<file path="config.mk">
export PLATFORM = sky130hd
export DESIGN_NAME = mux2_rr_arb
export DESIGN_NICKNAME = d
export VERILOG_FILES = /design/src/rtl/mux2_arb_pkg.sv /design/src/rtl/mux2_rr_pick.sv /design/src/rtl/mux2_rr_arb.sv
export SDC_FILE = /design/constraint.sdc
export NUM_CORES = 1
export LEC_CHECK = 0
export BUFFER_PORTS_ARGS = -buffer_cell sky130_fd_sc_hd__buf_4
export CAP_MARGIN = 20
export CORE_UTILIZATION = 43
export CTS_CLUSTER_DIAMETER = 50
export DETAILED_ROUTE_END_ITERATION = 16
export PLACE_DENSITY = 0.87
export SLEW_MARGIN = 0
export SYNTH_ARGS = -nofsm -noshare
export SYNTH_HDL_FRONTEND = slang
export SYNTH_SLANG_ARGS = --single-unit
</file>
<file path="constraint.sdc">
create_clock -name clk -period 2.2 [get_ports clk]
set_input_delay 0 -clock clk [delete_from_list [all_inputs] [get_ports clk]]
set_output_delay 0 -clock clk [all_outputs]
set_load 0.05 [all_outputs]
</file>
<file path="src/rtl/mux2_arb_pkg.sv">
// Shared types and select encoding for the two-stream round-robin mux arbiter.
package mux2_arb_pkg;

  typedef enum logic [1:0] {
    IDLE   = 2'd0,
    LOCK_A = 2'd1,
    LOCK_B = 2'd2
  } state_e;

  // Select polarity matches the MUX2S1 cells: 0 picks input a, 1 picks input b.
  localparam logic SEL_A = 1'b0;
  localparam logic SEL_B = 1'b1;

endpackage

</file>
<file path="src/rtl/mux2_rr_pick.sv">
// Combinational 2-way round-robin picker; ptr breaks the tie when both request.
module mux2_rr_pick
  import mux2_arb_pkg::*;
(
  input  logic [1:0] req,
  input  logic       ptr,
  output logic       gnt_sel,
  output logic       gnt_vld
);

  always_comb begin
    gnt_vld = |req;
    gnt_sel = ptr;
    if (req == 2'b01)      gnt_sel = SEL_A;
    else if (req == 2'b10) gnt_sel = SEL_B;
  end

endmodule

</file>
<file path="src/rtl/mux2_rr_arb.sv">
// Round-robin arbiter sharing one registered 2:1 mux between two valid/ready streams.
// state  | meaning
// IDLE   | no packet owns the mux; round-robin pick every beat
// LOCK_A | A is mid-packet; only A is served until its last beat
// LOCK_B | B is mid-packet; only B is served until its last beat
module mux2_rr_arb
  import mux2_arb_pkg::*;
#(
  parameter int DW       = 8,
  parameter bit LOCK_PKT = 1'b1
) (
  input  logic          clk,
  input  logic          rst,
  input  logic          a_valid,
  input  logic [DW-1:0] a_data,
  input  logic          a_last,
  output logic          a_ready,
  input  logic          b_valid,
  input  logic [DW-1:0] b_data,
  input  logic          b_last,
  output logic          b_ready,
  output logic          y_valid,
  output logic [DW-1:0] y_data,
  output logic          y_last,
  input  logic          y_ready,
  output logic          s0
);

  state_e          state_q, state_d;
  logic            ptr_q, ptr_d;
  logic            y_valid_q;
  logic [DW-1:0]   y_data_q;
  logic            y_last_q;
  logic            s0_q;

  logic            pick_sel, pick_vld;
  logic            sel, sel_vld;
  logic            slot_free;
  logic            a_fire, b_fire, fire, fire_last;

  mux2_rr_pick u_pick (
    .req     ({b_valid, a_valid}),
    .ptr     (ptr_q),
    .gnt_sel (pick_sel),
    .gnt_vld (pick_vld)
  );

  assign slot_free = !y_valid_q || y_ready;

  // A locked owner keeps the grant even while its valid is low.
  always_comb begin
    sel     = pick_sel;
    sel_vld = pick_vld;
    case (state_q)
      LOCK_A: begin sel = SEL_A; sel_vld = 1'b1; end
      LOCK_B: begin sel = SEL_B; sel_vld = 1'b1; end
      default: ;
    endcase
  end

  assign a_ready   = slot_free && sel_vld && (sel == SEL_A);
  assign b_ready   = slot_free && sel_vld && (sel == SEL_B);
  assign a_fire    = a_valid && a_ready;
  assign b_fire    = b_valid && b_ready;
  assign fire      = a_fire || b_fire;
  assign fire_last = a_fire ? a_last : b_last;

  always_comb begin
    state_d = state_q;
    ptr_d   = ptr_q;
    if (fire) begin
      if (!LOCK_PKT) begin
        ptr_d = ~sel;
      end else if (fire_last) begin
        state_d = IDLE;
        ptr_d   = ~sel;
      end else begin
        state_d = (sel == SEL_A) ? LOCK_A : LOCK_B;
      end
    end
  end

  always_ff @(posedge clk) begin
    if (rst) begin
      state_q   <= IDLE;
      ptr_q     <= SEL_A;
      y_valid_q <= 1'b0;
      y_data_q  <= '0;
      y_last_q  <= 1'b0;
      s0_q      <= SEL_A;
    end else begin
      state_q <= state_d;
      ptr_q   <= ptr_d;
      if (fire) begin
        y_valid_q <= 1'b1;
        y_data_q  <= a_fire ? a_data : b_data;
        y_last_q  <= fire_last;
        s0_q      <= sel;
      end else if (slot_free) begin
        y_valid_q <= 1'b0;
      end
    end
  end

  assign y_valid = y_valid_q;
  assign y_data  = y_data_q;
  assign y_last  = y_last_q;
  assign s0      = s0_q;

endmodule

</file>
Yosys cells after proc, flatten, opt, wreduce, memory -nomap -nowiden
Cells that the tools add are included.

Equal/unequal tests: 4. Mux-type cells: 10. Bitwise logic cells: 1. Reductions and logical operators: 12.

Operator list (number): $mux 8 (1); $mux 1 (6); $logic_and 1x1->1 (5); $eq 2x1->1 const B (2); $eq 2x2->1 const B (2); $mux 2 (2); $reduce_or 2->1 (2); $logic_or 1x1->1 (2); $pmux 1 s2 (1); $reduce_and 2->1 (1); $reduce_bool 2->1 (1); $logic_not 1->1 (1); $not 1->1 (1).

Output and inout bits: 13. Flip-flop bits (word level): 14.

Logic depth before layout (Yosys ltp)
Gate-level depths: netlist of the first run.

Word-level depth: 9. Mapped depth: 7. Mapped depth without buffers: 6.

Modules after synthesis
From an unflattened synthesis of the first run, not the netlist that was laid out.

Cells, all modules: 95. Area total of the unflattened synthesis: 874.6 µm².

Modules (own cells, without submodules): mux2_rr_arb (instances 1, seq. area each 280.3 µm², cells an instance 91, area an instance 855.8 µm²); mux2_rr_pick (instances 1, seq. area each 0.0 µm², cells an instance 4, area an instance 18.8 µm²).

Worst setup path after synthesis of the first run
Ideal clock, no wire load.

Path kind: register -> output. Start: register state_q[0]. End: output b_ready. Data arrival time: 1738 ps. Slack: 462 ps. Buffers on the path: 0. Data required time: 2200 ps. Stages on the path, launching flop included: 6. Cells stage by stage: dfxtp_1 inv_1 ha_1 nand2b_1 and2_2 nor2_1.

Word-level cells in the longest chain between the ends: 5. Elaborated cells on any way between the ends: 7. Classes of those cells: eq/ne (2); mux (2); reduce/logical (3).

RTL lines: start: declaration (RTL line mux2_rr_arb.sv:29) `state_e state_q, state_d;`; start signal: assignment (RTL line mux2_rr_arb.sv:92) `state_q <= state_d;`; $eq 2x2->1 / $eq 2x1->1 (equally long branches) (RTL line mux2_rr_arb.sv:54) `case (state_q)`; $reduce_or 2->1 (no source line); $mux 1 (RTL line mux2_rr_arb.sv:54); $logic_and 1x1->1 (RTL line mux2_rr_arb.sv:62) `assign b_ready = slot_free && sel_vld && (sel == SEL_B);`; $logic_and 1x1->1 (*) (RTL line mux2_rr_arb.sv:62); end: declaration (RTL line mux2_rr_arb.sv:21) `output logic b_ready,`.

Mark *: on every way between the ends. The rest lies on a longest branch, timed or not.

Final worst setup path of the first run
Start: register state_q[0]. End: register y_data_q[5], in the netlist y_data[5].

Word-level cells in the longest chain between the ends: 7. Elaborated cells on any way between the ends: 13. Classes of those cells: eq/ne (2); mux (3); bitwise (1); reduce/logical (7).

RTL lines: $eq 2x2->1 / $eq 2x1->1 (equally long branches) (RTL line mux2_rr_arb.sv:54); $reduce_or 2->1 (no source line); $mux 1 (RTL line mux2_rr_arb.sv:54); $logic_and 1x1->1 (RTL line mux2_rr_arb.sv:61, mux2_rr_arb.sv:62); $logic_and 1x1->1 (on tied branches) (RTL line mux2_rr_arb.sv:61, mux2_rr_arb.sv:62); $logic_and 1x1->1 (on tied branches) (RTL line mux2_rr_arb.sv:63, mux2_rr_arb.sv:64); $mux 8 / $logic_or 1x1->1 (equally long branches) (RTL line mux2_rr_arb.sv:96, mux2_rr_arb.sv:65); end signal: assignment (RTL line mux2_rr_arb.sv:96) `y_data_q <= a_fire ? a_data : b_data;`; end: declaration (RTL line mux2_rr_arb.sv:32) `logic [DW-1:0] y_data_q;`.

Parallel ways exist; a longest one is shown, timed or not. A chain may end at the register's enable or synchronous reset.

==> results by group, run 1 <==
Min path
  • Worst hold path depth: 3
  • Type of the tightest min-delay check: input port to flip-flop
  • Min-delay src: a_last
  • Worst min-delay path endpoint: state_q[0]

Timing
  • Slew Viols, Final: 0
  • Highest clock rate: 485.9 MHz
  • # setup viols final: 0
  • Tmin final: 2.058 ns
  • Slew headroom: 59.77%
  • Clk_skew: 0.006574 ns
  • Least-Margin Pin Slew: 0.6017 ns
  • Fin crit share: 93.54%
  • RSZ-0062 raised after global routing: no
  • Fin Setup TNS: 0 ns
  • Final Hold Viols: 0

Detailed routing
  • Vias: 696
  • Drt first pass iters: 4
  • Routed len/inst: 12.28 µm
  • Antenna viol nets, final: 0
  • Via density: 5.395
  • Total Routed Length: 1.584 mm
  • DRT iter0 DRCs: 9
  • Post-route DRC violation count: 0

Power and ir drop
  • Power Internal: 0.4881 mW
  • Maximum vdd drop: 542.8 µV
  • Leakage: 0.5013 nW
  • Clock Power Share: 24.0%
  • Net switching power: 0.2693 mW
  • Switch share: 35.56%
  • Logic gate share of total power: 37.1%
  • Pwr dens: 759.5 nW/µm²
  • Sequential power share: 38.8%

Setup path
  • Slowest library cell on the worst path: nand4_1
  • Internal reg-to-reg setup slack: 0.14 ns
  • Crit-path leading delay family: simple AND/OR/NAND/NOR gates
  • CP max FO: 9
  • CP Class: flip-flop to flip-flop
  • Required @ worst endpoint: 2.39 ns
  • Buf/Inv on CP: 1
  • Launch point of the worst reg-to-reg path: state_q[0]
  • Critical path capture point type: flip-flop
  • Crit path DAT: 2.25 ns
  • Worst Setup Start Kind: flip-flop
  • R2r worst-path depth: 6
  • Worst reg2reg endpoint: y_data[5]
  • CP Cell Sequence: inv_1, ha_1, nand2b_1, nand4_1, mux2i_1, a211oi_1
  • Crit. path cell count: 6
  • Peak per-stage delay on the critical path: 0.52 ns

CTS
  • Hold-fix buffers, CTS: 1
  • Clock root cell: clkbuf_4
  • Reg clk slew, reported paths: 0.08 ns
  • TritonCTS clock tree: yes
  • CTS Buf Count: 3
  • H-tree levels: 1
  • Clk Latency, worst-skew pair: 0.28 ns
  • Resize count post-CTS: 0
  • Setup bufs post-CTS: 0
  • Clk buf depth: 2
  • Clock sinks: 14

Global route
  • Vias in the first global route: 635
  • Largest net degree at the start of global routing: 17
  • Global-route wire length before repair: 2.559 mm
  • Total gr overflow: 0
  • GR Util All Layers: 19.14%
  • Initial antenna violation count: 0

Yosys
  • Synth Area per Inst: 9.002 µm²
  • Syn_nets: 101
  • Warnings from Yosys: 0
  • Cells after Synth: 77
  • Number of distinct library cells after synthesis: 25
  • Flip-flop and latch count after synthesis: 14
  • Seq/Total Area, Yosys: 40.43%
  • Post-synthesis cell area: 693.2 µm²

Layout
  • Storage element area: 280.3 µm²
  • Area Overhead vs Synth: 43.86%
  • Fillers: 128
  • Footprint of the multi-input gates: 384.1 µm²
  • Post-route cell area: 997.2 µm²
  • Share of cells above drive strength 1: 37.17%
  • Fin util: 66.20%
  • Nets: 138
  • Ant. Diodes: 0

Placement
  • GPL Wtd Cong: 0.7940
  • Dpl hpwl: 1.223 mm
  • Port Buffers: 35
  • Area after DPL: 950.9 µm²

Floorplanning
  • Initial core utilization: 46.01%
  • Chip width: 42.15 µm
  • I/O pins: 36
  • Core ar.: 1506 µm²
  • Die Area: 1777 µm²
  • Row cnt: 14
  • Die Y: 42.15 µm

Run status
  • Status: completed

Job
  • MaxCap Viol Count: 0
-- layer usage --
layer / vias to the layer above / GRT usage, % / wire [µm]
li1: 351 / - / -
met1: 306 / 21.29 / 654
met2: 35 / 33.13 / 790
met3: 4 / 4.310 / 119
met4: 0 / 11.25 / 20
met5: - / 0 / 0
-- synth_stat cells (all sizes together) --
library cell / instances / area share, %
a211oi: 9 / 9.7
a21oi: 3 / 2.2
a2bb2oi: 1 / 1.3
and2: 2 / 2.0
and2b: 1 / 1.1
and3: 1 / 0.90
buf: 3 / 3.1
clkbuf: 1 / 0.54
dfxtp: 14 / 40
ha: 1 / 1.8
inv: 1 / 0.54
mux2i: 9 / 13
nand2: 6 / 3.2
nand2b: 3 / 2.7
nand3: 3 / 2.2
nand4: 1 / 0.90
nor2: 12 / 6.5
o211ai: 1 / 1.8
o21a: 1 / 1.1
o21ai: 1 / 0.72
o21ba: 1 / 1.4
o221a: 1 / 1.6
o221ai: 1 / 1.3
-- layout by cell type, fill, tap and decap left out --
cell,Yosys,layout
a211oi_1,9,9
a21oi_1,3,3
a2bb2oi_1,1,1
and2_1,1,1
and2_2,1,1
and2b_1,1,1
and3_1,1,1
buf_4,0,35
clkbuf_4,0,3
clkbuf_8,0,1
dfxtp_1,14,14
dlygate4sd3_1,0,1
ha_1,1,1
inv_1,1,1
mux2i_1,9,9
nand2_1,6,6
nand2b_1,3,3
nand3_1,3,3
nand4_1,1,1
nor2_1,12,12
o211ai_2,1,1
o21a_1,1,1
o21ai_0,1,1
o21ba_1,1,1
o221a_2,1,1
o221ai_1,1,1
-- power groups by stage --
stage	Sequential, mW	Clock [mW]	Combinational (mW)
after global placement	0.299	0	0.275
final	0.294	0.182	0.281
after CTS	0.294	0.189	0.283
after global routing	0.298	0.200	0.299
after detailed placement	0.300	0	0.281
after floorplan	0.374	0	0.119
-- layout make-up --
type | instances | area share [%]
multi-input cells | 58 | 38.52
flip-flops and latches | 14 | 28.11
repair buffers | 36 | 27.35
clock buffers | 4 | 3.639
well taps | 16 | 2.008
inverters | 1 | 0.3764
-- flip-flops by register name, indices dropped and copies added (netlist names) --
| signal | flops |
|---|---|
| y_data | 8 |
| state_q | 2 |
| ptr_q | 1 |
| s0 | 1 |
| y_last | 1 |
| y_valid | 1 |
-- worst max path at each step --
stage,startpoint,end,slack [ns]
after CTS,state_q[0],y_data[5],0.12
after global routing,state_q[0],y_data[5],0.03
final,state_q[0],y_data[5],0.14
after detailed placement,state_q[0],y_data[5],0.15
after global placement,state_q[0],y_data[3],0.28
after floorplan,state_q[0],b_ready,0.46
-- worst register-to-register path: cells and delay by family, from the launching register on --
| kind | cells | cell delay, ns |
|---|---|---|
| fa+ha+maj | 1 | 0.33 |
| flops | 1 | 0.34 |
| buf+inv | 1 | 0.05 |
| mux | 1 | 0.27 |
| simple gates | 2 | 0.73 |
| compound gates | 1 | 0.27 |
-- per-stage QoR --
| step | cells | hold WS, ns | setup slack [ns] | total power, mW |
|---|---|---|---|---|
| global placement | 124 | 0.2835 | 0.2842 | 0.5742 |
| global route | 129 | 0.06208 | 0.03145 | 0.7963 |
| floorplan | 77 | 0.07276 | 0.4623 | 0.4931 |
| finish | 129 | 0.05272 | 0.1422 | 0.7574 |
| CTS | 129 | 0.05207 | 0.1236 | 0.7658 |
| detailed placement | 124 | 0.2853 | 0.1493 | 0.5803 |
-- cells by family after synthesis --
family	after synthesis	share of synthesized area [%]
mux	9	13.00
compound gates	19	21.12
fa+ha+maj	1	1.805
simple gates	29	19.50
flops	14	40.43
buf+inv	5	4.151
(Power assumes the default switching activity.)
==> inputs of run 2 (changes only) <==
--- a/config.mk
+++ b/config.mk
@@ -7,11 +7,12 @@
 export LEC_CHECK = 0
 export BUFFER_PORTS_ARGS = -buffer_cell sky130_fd_sc_hd__buf_4
 export CAP_MARGIN = 20
-export CORE_UTILIZATION = 43
+export CORE_UTILIZATION = 46
 export CTS_CLUSTER_DIAMETER = 50
 export DETAILED_ROUTE_END_ITERATION = 16
 export PLACE_DENSITY = 0.87
 export SLEW_MARGIN = 0
 export SYNTH_ARGS = -nofsm -noshare
 export SYNTH_HDL_FRONTEND = slang
+export SYNTH_HIERARCHICAL = 1
 export SYNTH_SLANG_ARGS = --single-unit
==> results by group, run 2 <==
Setup path
  • CP max FO: 11
  • Worst reg2reg endpoint: state_q[1]
  • Launch point of the worst reg-to-reg path: state_q[0]
  • Worst Setup Start Kind: flip-flop
  • Required @ worst endpoint: 2.39 ns
  • CP Class: flip-flop to flip-flop
  • Worst Setup EP: state_q[1]
  • Launch point of the worst path: state_q[0]
  • Critical path capture point type: flip-flop
  • Crit path DAT: 2.29 ns
  • R2r worst-path depth: 6
  • Internal reg-to-reg setup slack: 0.1 ns

Timing
  • Fin crit share: 95.56%
  • # setup viols final: 0
  • Slew headroom: 69.67%
  • Slew Viols, Final: 0
  • Clk_skew: 0.005867 ns
  • RSZ-0062 raised after global routing: no
  • Tmin final: 2.102 ns
  • Highest clock rate: 475.7 MHz
  • Final Hold Viols: 0
  • Fin Setup TNS: 0 ns
  • Least-Margin Pin Slew: 0.4537 ns

CTS
  • TritonCTS clock tree: yes
  • H-tree levels: 1
  • Clk buf depth: 2
  • Clock sinks: 14
  • Resize count post-CTS: 0
  • Hold-fix buffers, CTS: 0
  • CTS Buf Count: 3
  • Clk Latency, worst-skew pair: 0.29 ns
  • Clock root cell: clkbuf_4
  • Reg clk slew, reported paths: 0.09 ns
  • Setup bufs post-CTS: 0

Power and ir drop
  • Sequential power share: 30.6%
  • Leakage: 0.5120 nW
  • Switch share: 43.12%
  • Clock Power Share: 17.7%
  • Power consumption: 1.057 mW
  • Power Internal: 0.6013 mW
  • Maximum vdd drop: 622.6 µV
  • Pwr dens: 888.5 nW/µm²
  • Logic gate share of total power: 51.7%
  • Net switching power: 0.4559 mW

Min path
  • Type of the tightest min-delay check: input port to flip-flop

Layout
  • Most common cell after layout, fill and taps aside: buf_4
  • Storage element area: 280.3 µm²
  • Most frequent cells in the layout: buf_4, nand2_1, nor3_1
  • Max reg flops: 8
  • Nets: 157
  • Fillers: 146
  • Non-Filler Instances: 156
  • Area Overhead vs Synth: 36.05%
  • Footprint of the multi-input gates: 545.5 µm²
  • Share of cells above drive strength 1: 46.56%
  • Ant. Diodes: 0

Yosys
  • Cells after Synth: 95
  • Syn_nets: 120
  • Post-synthesis cell area: 874.6 µm²
  • EDFF count, synth: 0
  • Main area contributors after synthesis: dfxtp_1, a311oi_2, nor3_1, nand2_1, buf_6
  • Number of distinct library cells after synthesis: 29
  • Warnings from Yosys: 6
  • Async SR Flop Fraction: 0%
  • Post-synth top area share: 32.05%
  • Synth Area per Inst: 9.206 µm²
  • Flip-flop and latch count after synthesis: 14
  • Top cells by count, synth: nand2_1, nor3_1, dfxtp_1
  • Post-synth top flop: dfxtp_1
  • Cell with the most instances after synthesis: nand2_1
  • Cell taking the most area after synthesis: dfxtp_1
  • Seq/Total Area, Yosys: 32.05%

Floorplanning
  • Die Area: 2080 µm²
  • Row cnt: 15
  • Core ar.: 1745 µm²
  • I/O pins: 36
  • Die Y: 45.61 µm
  • Chip width: 45.61 µm
  • Initial core utilization: 50.11%

Global route
  • Largest net degree at the start of global routing: 17
  • Initial antenna violation count: 0
  • Total gr overflow: 0
  • Vias in the first global route: 802
  • GR Util All Layers: 20.51%
  • Global-route wire length before repair: 3.070 mm

Detailed routing
  • Vias: 844
  • Total Routed Length: 1.952 mm
  • Via density: 5.410
  • DRT iter0 DRCs: 13
  • Antenna viol nets, final: 0
  • Post-route DRC violation count: 0
  • Routed len/inst: 12.51 µm
  • Drt first pass iters: 4

Run status
  • Status: completed

Placement
  • DP Cell Count: 152
  • Dpl hpwl: 1.469 mm
  • GPL Wtd Cong: 0.7738
  • Port Buffers: 35

Job
  • MaxCap Viol Count: 0
run 2: cell count changes after synthesis, moves of 2 or more:
cell / before / now
a211oi_1: 9 / 0
a211oi_2: 0 / 2
a21oi_1: 3 / 0
a311oi_2: 0 / 7
buf_6: 1 / 3
mux2_2: 0 / 2
mux2i_1: 9 / 2
nand2_1: 6 / 17
nand2b_1: 3 / 1
nand3_1: 3 / 0
nor2_1: 12 / 7
nor2b_1: 0 / 3
nor3_1: 0 / 15
or2_1: 0 / 2
run 2: how the worst min path moves through the flow:
stage	startpoint	end	cells after the start
finish	b_data[2]	y_data[2]	3
global route	a_data[4]	y_data[4]	3
global placement	b_data[6]	y_data[6]	3
floorplan	rst	y_data[6]	1
detailed placement	b_data[6]	y_data[6]	3
CTS	b_data[2]	y_data[2]	3
run 2: power groups by stage:
stage,registers [mW],logic [mW],clock network (mW)
after floorplan,0.455,0.281,0
after global placement,0.326,0.533,0
after detailed placement,0.328,0.543,0
after CTS,0.323,0.546,0.184
after global routing,0.329,0.580,0.199
final,0.323,0.547,0.187
run 2: kinds of logic after synthesis:
| logic type | share of synthesized area, % |
|---|---|
| simple gates | 28.76 |
| compound gates | 25.18 |
| flops | 32.05 |
| buf+inv | 6.294 |
| mux | 4.864 |
| fa+ha+maj | 2.861 |
run 2: through the flow:
step | setup WS (ns) | hold slack (ns) | area, µm² | utilization [%]
floorplan | 0.1678 | 0.07214 | 874.6 | -
global placement | 0.1096 | 0.2822 | 1147 | 65.73
finish | 0.09776 | 0.009771 | 1190 | 68.17
global route | 0.007273 | 0.01858 | 1190 | 68.17
detailed placement | 0.07580 | 0.2954 | 1147 | 65.73
CTS | 0.02839 | 0.01675 | 1184 | 67.81
run 2: routing by layer:
metal,part of all wire [%],track usage [%]
met5,0,0
met4,1.1,9.091
met3,5.0,3.175
met2,50,37.43
met1,43,23.06
run 2: critical path, cell delays in order (launching register included):
cell     delay, ns
dfxtp_1       0.32
inv_1         0.06
ha_1          0.38
and3b_1       0.28
o211a_4       0.28
or2_2         0.44
a31o_2        0.25
run 2: layout make-up:
class | count | area share, %
clock buffer | 4 | 3.049
timing repair buffer | 39 | 24.61
sequential | 14 | 23.55
multi-input combinational | 73 | 45.85
inverter | 1 | 0.3155
tap | 25 | 2.629
==> inputs of run 3 (changes only) <==
--- a/config.mk
+++ b/config.mk
@@ -11,6 +11,8 @@
 export CTS_CLUSTER_DIAMETER = 50
 export DETAILED_ROUTE_END_ITERATION = 16
 export PLACE_DENSITY = 0.87
+export REMOVE_ABC_BUFFERS = 1
+export SKIP_LAST_GASP = 1
 export SLEW_MARGIN = 0
 export SYNTH_ARGS = -nofsm -noshare
 export SYNTH_HDL_FRONTEND = slang
==> results by group, run 3 (synthesized netlist as in run 2, its figures left out) <==
Job
  • MaxCap Viol Count: 0

Floorplanning
  • Chip width: 45.61 µm
  • I/O pins: 36
  • Row cnt: 15
  • Initial core utilization: 50.11%
  • Die Area: 2080 µm²
  • Core ar.: 1745 µm²
  • Die Y: 45.61 µm

Global route
  • Total gr overflow: 0
  • Vias in the first global route: 766
  • Initial antenna violation count: 0
  • Largest net degree at the start of global routing: 17
  • GR Util All Layers: 22.16%
  • Global-route wire length before repair: 3.332 mm

Detailed routing
  • Total Routed Length: 2.053 mm
  • Via density: 5.455
  • DRT iter0 DRCs: 9
  • Routed len/inst: 13.33 µm
  • Antenna viol nets, final: 0
  • Post-route DRC violation count: 0
  • Drt first pass iters: 4
  • Vias: 840

CTS
  • Clk buf depth: 2
  • Clock sinks: 14
  • Clock root cell: clkbuf_4
  • Clk Latency, worst-skew pair: 0.27 ns
  • CTS Buf Count: 3
  • Reg clk slew, reported paths: 0.07 ns
  • H-tree levels: 1
  • TritonCTS clock tree: yes

Setup path
  • Internal reg-to-reg setup slack: 0.12 ns
  • CP Class: flip-flop to flip-flop
  • Launch point of the worst reg-to-reg path: state_q[0]
  • CP max FO: 6
  • R2r worst-path depth: 7
  • Crit path DAT: 2.25 ns
  • Worst reg2reg endpoint: ptr_q
  • Critical path capture point type: flip-flop
  • Required @ worst endpoint: 2.37 ns
  • Worst Setup Start Kind: flip-flop

Layout
  • Most frequent cells in the layout: buf_4, nand2_1, nor3_1
  • Most common cell after layout, fill and taps aside: buf_4
  • Footprint of the multi-input gates: 559.3 µm²
  • Fillers: 150
  • Ant. Diodes: 0
  • Nets: 156
  • Fin util: 67.74%
  • Share of cells above drive strength 1: 48.06%
  • Max reg flops: 8
  • Post-route cell area: 1182 µm²
  • Storage element area: 280.3 µm²
  • Area Overhead vs Synth: 35.19%

Timing
  • Final Hold Viols: 0
  • Slew Viols, Final: 0
  • Least-Margin Pin Slew: 0.4594 ns
  • Fin crit share: 94.43%
  • Slew headroom: 69.28%
  • Clk_skew: 0.0006345 ns
  • Highest clock rate: 481.3 MHz
  • Tmin final: 2.078 ns
  • RSZ-0062 raised after global routing: no
  • # setup viols final: 0

Placement
  • GPL Wtd Cong: 0.7807
  • Port Buffers: 35
  • Dpl hpwl: 1.583 mm
  • Area after DPL: 1140 µm²

Power and ir drop
  • Switch share: 44.17%
  • Clock Power Share: 13.5%
  • Power Internal: 0.5666 mW
  • Logic gate share of total power: 54.7%
  • Sequential power share: 31.8%
  • Maximum vdd drop: 638.6 µV
  • Pwr dens: 858.3 nW/µm²
  • Net switching power: 0.4482 mW
  • Leakage: 0.5001 nW

Min path
  • Worst hold path depth: 3
  • Min-delay src: b_data[4]
  • Type of the tightest min-delay check: input port to flip-flop
  • Worst min-delay path endpoint: y_data[4]

Run status
  • Status: completed
-- run 3: timing repair --
item	in CTS	in global routing
setup endpoints to repair	2	5
setup buffers	0	0
hold buffers	0	0
resized for setup	2	4
-- run 3: metal layers --
layer	GRT usage (%)	vias to the layer above	routed length (µm)
met4	10.30	0	34
li1	-	419	-
met1	26.94	379	834
met3	5.159	6	155
met5	0	-	0
met2	36.57	36	1029
-- run 3: stage by stage --
stage	setup slack [ns]	hold slack, ns	TNS (ns)	instances	total power [mW]
after global placement	0.07315	0.2898	0	151	0.8541
after global routing	0.02629	0.04154	0	154	1.075
final	0.1225	0.02526	0	154	1.015
after CTS	0.1114	0.02874	0	154	1.006
after floorplan	0.01847	0.06465	0	88	0.7055
after detailed placement	-0.01032	0.3145	-0.01032	151	0.8683
-- run 3: how the worst max path moves through the flow --
| stage | from | endpoint | slack, ns | depth (start not counted) |
|---|---|---|---|---|
| global route | state_q[0] | y_data[6] | 0.03 | 7 |
| detailed placement | state_q[0] | y_data[6] | -0.01 | 6 |
| floorplan | state_q[0] | y_data[0] | 0.02 | 6 |
| CTS | state_q[0] | ptr_q | 0.11 | 7 |
| finish | state_q[0] | ptr_q | 0.12 | 7 |
| global placement | state_q[0] | state_q[1] | 0.07 | 6 |
-- run 3: worst max-delay path: stages, from the launching register on --
cell and delay [ns]:
dfxtp_1 0.31, inv_1 0.06, ha_1 0.41, mux2i_1 0.39, nor4b_4 0.11, buf_4 0.17
o32ai_2 0.15, mux2_2 0.36
-- run 3: cell type report --
type / count / area share (%)
Multi-Input combinational cell: 73 / 47.30
Timing Repair Buffer: 38 / 24.13
Sequential cell: 14 / 23.70
Tap cell: 25 / 2.646
Clock buffer: 3 / 1.905
Inverter: 1 / 0.3175
-- run 3: power groups by stage --
stage | clock (mW) | combinational [mW] | sequential [mW]
2_1_floorplan | 0 | 0.250 | 0.455
3_3_place_gp | 0 | 0.527 | 0.327
3_5_place_dp | 0 | 0.541 | 0.327
4_1_cts | 0.137 | 0.546 | 0.322
5_1_grt | 0.152 | 0.595 | 0.327
6_report | 0.137 | 0.555 | 0.322
